## config.mk

```make
export PLATFORM = sky130hd
export DESIGN_NAME = pc_sequencer_flat
export DESIGN_NICKNAME = d
export VERILOG_FILES = /design/src/rtl/pc_pkg.sv /design/src/rtl/pc_sequencer_if.sv /design/src/rtl/return_addr_stack.sv /design/src/rtl/pc_sequencer.sv /design/src/flat_wrapper.sv
export SDC_FILE = /design/constraint.sdc
export NUM_CORES = 1
export LEC_CHECK = 0
export BUFFER_PORTS_ARGS = -buffer_cell sky130_fd_sc_hd__buf_2
export CORE_ASPECT_RATIO = 1.2
export CORE_MARGIN = 3
export CORE_UTILIZATION = 60
export DETAILED_ROUTE_END_ITERATION = 6
export PLACE_DENSITY = 0.93
export SLEW_MARGIN = 20
export SYNTH_ARGS = -nofsm -noshare
export SYNTH_HDL_FRONTEND = slang
export SYNTH_HIERARCHICAL = 1
export SYNTH_SLANG_ARGS = --single-unit
export TNS_END_PERCENT = 1
```

## constraint.sdc

```tcl
create_clock -name clk -period 6.4 [get_ports clk]
set_clock_uncertainty 0.1 [all_clocks]
set_input_delay 0.96 -clock clk [delete_from_list [all_inputs] [get_ports clk]]
set_output_delay 0.96 -clock clk [all_outputs]
set_load 0.01 [all_outputs]
```

## src/rtl/pc_pkg.sv

```systemverilog
// Shared types for the fetch-address sequencer: decoded control classes.
package pc_pkg;

    localparam int unsigned OP_W = 3;

    typedef enum logic [OP_W-1:0] {
        OP_SEQ  = 3'd0,
        OP_JMP  = 3'd1,
        OP_BR   = 3'd2,
        OP_CALL = 3'd3,
        OP_RET  = 3'd4
    } op_class_e;

endpackage

```

## src/rtl/pc_sequencer_if.sv

```systemverilog
// Decode/predictor-side bus of the fetch-address sequencer.
interface pc_sequencer_if
    import pc_pkg::*;
#(
    parameter int unsigned ADDR_WIDTH = 16,
    parameter int unsigned TS_WIDTH   = 64
);

    logic                  stall;
    logic                  flush;
    logic [ADDR_WIDTH-1:0] flush_addr;
    op_class_e             op_class;
    logic [ADDR_WIDTH-1:0] target;
    logic                  pred_taken;
    logic [ADDR_WIDTH-1:0] pred_target;

    logic [ADDR_WIDTH-1:0] pc;
    logic                  branch_taken;
    logic [ADDR_WIDTH-1:0] branch_taken_address;
    logic                  ras_empty;
    logic                  ras_full;
    logic                  ret_miss;
    logic [TS_WIDTH-1:0]   timestamp;

    modport master (
        output stall, flush, flush_addr, op_class, target, pred_taken, pred_target,
        input  pc, branch_taken, branch_taken_address, ras_empty, ras_full, ret_miss, timestamp
    );

    modport slave (
        input  stall, flush, flush_addr, op_class, target, pred_taken, pred_target,
        output pc, branch_taken, branch_taken_address, ras_empty, ras_full, ret_miss, timestamp
    );

endinterface

```

## src/rtl/return_addr_stack.sv

```systemverilog
// Circular return-address stack; a push when full overwrites the oldest entry.
module return_addr_stack #(
    parameter int unsigned ADDR_WIDTH = 16,
    parameter int unsigned RAS_DEPTH  = 4
) (
    input  logic                  clk,
    input  logic                  reset,
    input  logic                  push,
    input  logic                  pop,
    input  logic [ADDR_WIDTH-1:0] data_in,
    output logic [ADDR_WIDTH-1:0] top,
    output logic                  empty,
    output logic                  full
);

    localparam int unsigned PTR_W = (RAS_DEPTH > 1) ? $clog2(RAS_DEPTH) : 1;
    localparam int unsigned CNT_W = $clog2(RAS_DEPTH + 1);

    logic [ADDR_WIDTH-1:0] mem_q [RAS_DEPTH];
    logic [PTR_W-1:0]      ptr_q;
    logic [CNT_W-1:0]      cnt_q;

    assign empty = (cnt_q == '0);
    assign full  = (cnt_q == CNT_W'(RAS_DEPTH));
    assign top   = mem_q[ptr_q - PTR_W'(1)];

    // ptr_q is the next write slot; at full it also points at the oldest entry
    always_ff @(posedge clk) begin
        if (reset) begin
            ptr_q <= '0;
            cnt_q <= '0;
        end else if (push) begin
            ptr_q <= ptr_q + PTR_W'(1);
            if (!full) begin
                cnt_q <= cnt_q + CNT_W'(1);
            end
        end else if (pop && !empty) begin
            ptr_q <= ptr_q - PTR_W'(1);
            cnt_q <= cnt_q - CNT_W'(1);
        end
    end

    always_ff @(posedge clk) begin
        if (!reset && push) begin
            mem_q[ptr_q] <= data_in;
        end
    end

endmodule

```

## src/rtl/pc_sequencer.sv

```systemverilog
// Fetch-address generator: next-pc selection, branch flags, RAS control and timestamp.
module pc_sequencer
    import pc_pkg::*;
#(
    parameter int unsigned ADDR_WIDTH = 16,
    parameter int unsigned PC_INC     = 2,
    parameter int unsigned RAS_DEPTH  = 4,
    parameter int unsigned TS_WIDTH   = 64
) (
    input  logic           clk,
    input  logic           reset,
    pc_sequencer_if.slave  bus
);

    logic [ADDR_WIDTH-1:0] pc_q, pc_d;
    logic [ADDR_WIDTH-1:0] bta_q, bta_d;
    logic [ADDR_WIDTH-1:0] pc_seq_c;
    logic [ADDR_WIDTH-1:0] ras_top_c;
    logic                  bt_q, bt_d;
    logic                  rm_q, rm_d;
    logic                  ras_push_c, ras_pop_c;
    logic                  ras_empty_c, ras_full_c;
    logic [TS_WIDTH-1:0]   ts_q;

    assign pc_seq_c = pc_q + ADDR_WIDTH'(PC_INC);

    return_addr_stack #(
        .ADDR_WIDTH (ADDR_WIDTH),
        .RAS_DEPTH  (RAS_DEPTH)
    ) u_ras (
        .clk     (clk),
        .reset   (reset),
        .push    (ras_push_c),
        .pop     (ras_pop_c),
        .data_in (pc_seq_c),
        .top     (ras_top_c),
        .empty   (ras_empty_c),
        .full    (ras_full_c)
    );

    // Next-pc selection: flush > stall > op_class; reserved classes fall through as SEQ
    always_comb begin
        pc_d       = pc_q;
        bt_d       = bt_q;
        bta_d      = bta_q;
        rm_d       = 1'b0;
        ras_push_c = 1'b0;
        ras_pop_c  = 1'b0;
        if (bus.flush) begin
            pc_d = bus.flush_addr;
            bt_d = 1'b0;
        end else if (!bus.stall) begin
            pc_d = pc_seq_c;
            bt_d = 1'b0;
            case (bus.op_class)
                OP_JMP: pc_d = bus.target;
                OP_BR: begin
                    if (bus.pred_taken) begin
                        pc_d  = bus.pred_target;
                        bt_d  = 1'b1;
                        bta_d = bus.pred_target;
                    end
                end
                OP_CALL: begin
                    pc_d       = bus.target;
                    ras_push_c = 1'b1;
                end
                OP_RET: begin
                    if (!ras_empty_c) begin
                        pc_d      = ras_top_c;
                        ras_pop_c = 1'b1;
                    end else begin
                        rm_d = 1'b1;
                    end
                end
                default: ;
            endcase
        end
    end

    always_ff @(posedge clk) begin
        if (reset) begin
            pc_q  <= '0;
            bt_q  <= 1'b0;
            bta_q <= '0;
            rm_q  <= 1'b0;
            ts_q  <= '0;
        end else begin
            pc_q  <= pc_d;
            bt_q  <= bt_d;
            bta_q <= bta_d;
            rm_q  <= rm_d;
            ts_q  <= ts_q + TS_WIDTH'(1);
        end
    end

    assign bus.pc                   = pc_q;
    assign bus.branch_taken         = bt_q;
    assign bus.branch_taken_address = bta_q;
    assign bus.ras_empty            = ras_empty_c;
    assign bus.ras_full             = ras_full_c;
    assign bus.ret_miss             = rm_q;
    assign bus.timestamp            = ts_q;

endmodule

```

## src/flat_wrapper.sv

```systemverilog
// flat-port wrapper written by rule: the top's interface ports become plain ports
module pc_sequencer_flat import pc_pkg::*;
#(
    parameter int unsigned ADDR_WIDTH = 16,
    parameter int unsigned PC_INC     = 2,
    parameter int unsigned RAS_DEPTH  = 4,
    parameter int unsigned TS_WIDTH   = 64
)
  (clk, reset, bus_stall, bus_flush, bus_flush_addr, bus_op_class, bus_target, bus_pred_taken, bus_pred_target, bus_pc, bus_branch_taken, bus_branch_taken_address, bus_ras_empty, bus_ras_full, bus_ret_miss, bus_timestamp);
  pc_sequencer_if #(.ADDR_WIDTH(ADDR_WIDTH), .TS_WIDTH(TS_WIDTH)) bus_i ();
  input  logic clk;
  input  logic reset;
  input wire logic [$bits(bus_i.stall)-1:0] bus_stall;
  input wire logic [$bits(bus_i.flush)-1:0] bus_flush;
  input wire logic [$bits(bus_i.flush_addr)-1:0] bus_flush_addr;
  input wire logic [$bits(bus_i.op_class)-1:0] bus_op_class;
  input wire logic [$bits(bus_i.target)-1:0] bus_target;
  input wire logic [$bits(bus_i.pred_taken)-1:0] bus_pred_taken;
  input wire logic [$bits(bus_i.pred_target)-1:0] bus_pred_target;
  output wire logic [$bits(bus_i.pc)-1:0] bus_pc;
  output wire logic [$bits(bus_i.branch_taken)-1:0] bus_branch_taken;
  output wire logic [$bits(bus_i.branch_taken_address)-1:0] bus_branch_taken_address;
  output wire logic [$bits(bus_i.ras_empty)-1:0] bus_ras_empty;
  output wire logic [$bits(bus_i.ras_full)-1:0] bus_ras_full;
  output wire logic [$bits(bus_i.ret_miss)-1:0] bus_ret_miss;
  output wire logic [$bits(bus_i.timestamp)-1:0] bus_timestamp;
  assign bus_i.stall = bus_stall;
  assign bus_i.flush = bus_flush;
  assign bus_i.flush_addr = bus_flush_addr;
  assign bus_i.op_class = bus_op_class;
  assign bus_i.target = bus_target;
  assign bus_i.pred_taken = bus_pred_taken;
  assign bus_i.pred_target = bus_pred_target;
  assign bus_pc = bus_i.pc;
  assign bus_branch_taken = bus_i.branch_taken;
  assign bus_branch_taken_address = bus_i.branch_taken_address;
  assign bus_ras_empty = bus_i.ras_empty;
  assign bus_ras_full = bus_i.ras_full;
  assign bus_ret_miss = bus_i.ret_miss;
  assign bus_timestamp = bus_i.timestamp;
  pc_sequencer #(.ADDR_WIDTH(ADDR_WIDTH), .PC_INC(PC_INC), .RAS_DEPTH(RAS_DEPTH), .TS_WIDTH(TS_WIDTH)) u_core (.clk(clk), .reset(reset), .bus(bus_i));
endmodule
```

==> impl_metrics.yaml <==
layout:
  drive_above_1_share_pct: 24.3
  multiInputGateArea_um2: 3540
  area_delta_synth_final_pct: 16.9
  nets: 966
  final_common_cell: "buf_2"
  fill_cells: 864
  final_cell_mix: "buf_2, dfxtp_1, nand2_1"
  seq_area_um2: 3990
sta:
  rsz0062_at_grt: "no"
  slew_headroom_pct: 29.2
  finalHoldViolCount: 0
  setup_slack_ns: 2.86
  timing.final.crit_period_ns: 3.54
  fin_tns_setup_ns: 0
  max_clock_freq_mhz: 283
  drv_slew: 0
  fin_crit_sh_pct: 55.3
  setup_viol: 0
  worst_pin_slew_ns: 1.06
setup_path:
  rrSetupSlack_ns: 3.12
  end_kind: "register"
  cp.required_ns: 6.34
  crit_path_max_fanout: 17
  worst_setup_path_start_kind: "primary input"
  arrival_ns: 3.48
  slowest_stage: "and2_1"
  crit_buf_inv: 2
  worstRegToRegCells: 6
  cp_top_family: "simple AND/OR/NAND/NOR gates"
  regToRegEndpoint: "u_core/bus.pc[15]"
  r2r_start: "u_core/u_ras/ptr_q[0]"
  worstSetupPathType: "primary input to register"
  max_stage_delay_ns: 0.74
  path_cells: "buf_2 > nor2b_2 > and3_1 > inv_1 > nor2_1 > and2_1"
hold_path:
  hold_path_class: "register to register"
  hold_end: "u_core/bus.branch_taken_address[12]"
  holdPathStages: 2
  worstHoldStart: "u_core/bus.branch_taken_address[12]"
yosys:
  synth_area_leaders: "dfxtp_1, edfxtp_1, mux4_2"
  synth_compound_area_share_pct: 13.1
  synth_top_family_by_area: "simple AND/OR/NAND/NOR gates"
  synth_seq_cells: 167
  synthAdderAreaFrac_pct: 1.22
  yosysWarnings: 6
  synth-simple-area-share_pct: 21.3
  synthArstFlopShare_pct: 0
  synth_xor_area_share_pct: 4.70
  synth_edf_count: 64
  synth_area_per_cell_um2: 10.1
  synth_top_cell_by_area: "dfxtp_1"
  muxShareOfSynthArea_pct: 4.74
  syn-num-nets: 839
  syn_area_um2: 7820
  synth_top_area_share_pct: 26.4
  netlist_instances: 776
  yosysSeqAreaShare_pct: 50.9
  synth_flop_cell: "dfxtp_1"
  synth_cell_types: 66
clocking:
  cts.hold.buffers_added: 0
  clkLatencyLatePin_ns: 0.42
  post_cts_buffers: 0
  cts_root_buf: "clkbuf_16"
  h-tree-depth: 4
  cts.reportedPaths.clkPinSlew_ns: 0.06
  post_cts_resize_count: 0
  cts.sink_count: 167
  cts_tree: "yes"
  cts_made_buffers: 17
  clock_path_buffers: 2
floorplanning:
  die_w_um: 110
  num_rows: 45
  dieArea_um2: 14400
  start_util_pct: 61.5
  core_um2: 12700
  ioPinCount: 156
  die_y_um: 131
run:
  maxCapViolations: 0
global_routing:
  antenna_found_initial: 1
  grt_pass1_vias: 6489
  grt_overflow: 0
  grt_pass1_wl_mm: 34.7
  grt_max_degree: 86
  grtUsageTotal_pct: 31.2
routing:
  first_pass_iters: 6
  via_per_inst: 6.45
  ant_nets: 0
  routed-via-count: 6977
  avgRoutedWirePerCell_um: 20.6
  drc: 0
  drt_first_iter_violations: 766
  wirelength_mm: 22.3
place:
  portBuffers: 155
  gp_routability_congestion: 0.899
  dp_slack_ns: 2.21
  hpwlAfterDp_mm: 15.2
run_status:
  status: "complete, no violations"
pwr:
  leakage_nw: 3.30
  peakVddDrop_mv: 0.168
  power_density_nw_per_um2: 240
## tightest hold or removal path, stage by stage, from the launching register on
cell	delay (ns)
dfxtp_1	0.31
nand2_1	0.05
a21oi_1	0.05
## worst max-delay path by stage
stage	start	endpoint	slack (ns)	depth (start not counted)
5_1_grt	bus_op_class[0]	u_core/u_ras/mem_q[2][13]	2.76	6
2_1_floorplan	bus_op_class[0]	u_core/u_ras/cnt_q[2]	2.83	10
3_3_place_gp	bus_op_class[0]	u_core/u_ras/mem_q[2][10]	2.43	6
6_report	bus_op_class[0]	u_core/u_ras/mem_q[2][3]	2.86	6
3_5_place_dp	bus_op_class[0]	u_core/u_ras/mem_q[2][9]	2.21	6
4_1_cts	bus_op_class[0]	u_core/u_ras/mem_q[2][3]	2.61	6
## routing by layer
metal | wire, µm | GRT usage, %
met5 | 13 | 0
met4 | 781 | 12.0
met3 | 2330 | 7.59
met2 | 10900 | 51.0
met1 | 8290 | 40.4
## area by class of cell
| class | instances | area share [%] |
|---|---|---|
| clock buffers | 18 | 4.80 |
| multi-input cells | 538 | 38.7 |
| diodes | 1 | 0.0274 |
| inverters | 22 | 0.903 |
| repair buffers | 157 | 8.68 |
| clock inverters | 14 | 1.05 |
| flip-flops and latches | 167 | 43.6 |
| well taps | 164 | 2.24 |
## kinds of logic after synthesis
kind of cell             after synthesis
AO/OA/AOI/OAI                        160
XOR/XNOR                              42
adder cells (fa/ha/maj)                7
buffers and inverters                 71
flip-flops                           167
multiplexers                          17
AND/OR/NAND/NOR                      312
## state kept, by name (all words and copies together), names as in the netlist
register	cells
u_core/bus.timestamp	64
u_core/u_ras/cnt_q	3
u_core/bus.branch_taken_address	16
u_core/bus.ret_miss	1
u_core/u_ras/ptr_q	2
u_core/u_ras/mem_q	64
u_core/bus.pc	16
u_core/bus.branch_taken	1
## where the power goes
group,leakage [nW],internal (mW),switching (mW)
Combinational,1.61,0.0502,0.0803
Sequential,1.42,1.12,0.0161
Clock,0.265,0.508,0.428
## metrics by stage
stage          util [%]  cell area (µm²)  power (mW)  std cells  hold WS (ns)
2_1_floorplan         -             7820        1.22        776         0.381
3_3_place_gp       67.6             8600        1.28       1048         0.339
3_5_place_dp       67.6             8600        1.28       1048         0.347
4_1_cts            71.8             9140        2.20       1080         0.358
5_1_grt            71.8             9140        2.27       1080         0.381
6_report           71.9             9140        2.20       1081         0.356
## cells in the mapped netlist (5+ instances only)
cell,instances
or4_1,13
o31ai_1,11
xnor2_1,30
nor2b_1,6
nor2_1,49
nor3_1,20
a221oi_1,12
mux4_2,16
and4_1,10
a221o_1,9
and3_1,12
edfxtp_1,64
inv_1,22
dfxtp_1,103
nand3_1,27
and2_1,8
clkbuf_1,35
a21oi_1,66
nor4_1,15
or3_1,25
o21ai_0,28
or2_2,5
nand2_1,86
xor2_1,12
nand4_1,18
ha_1,6
a222oi_1,5
Power figures use the tool's default switching activity.
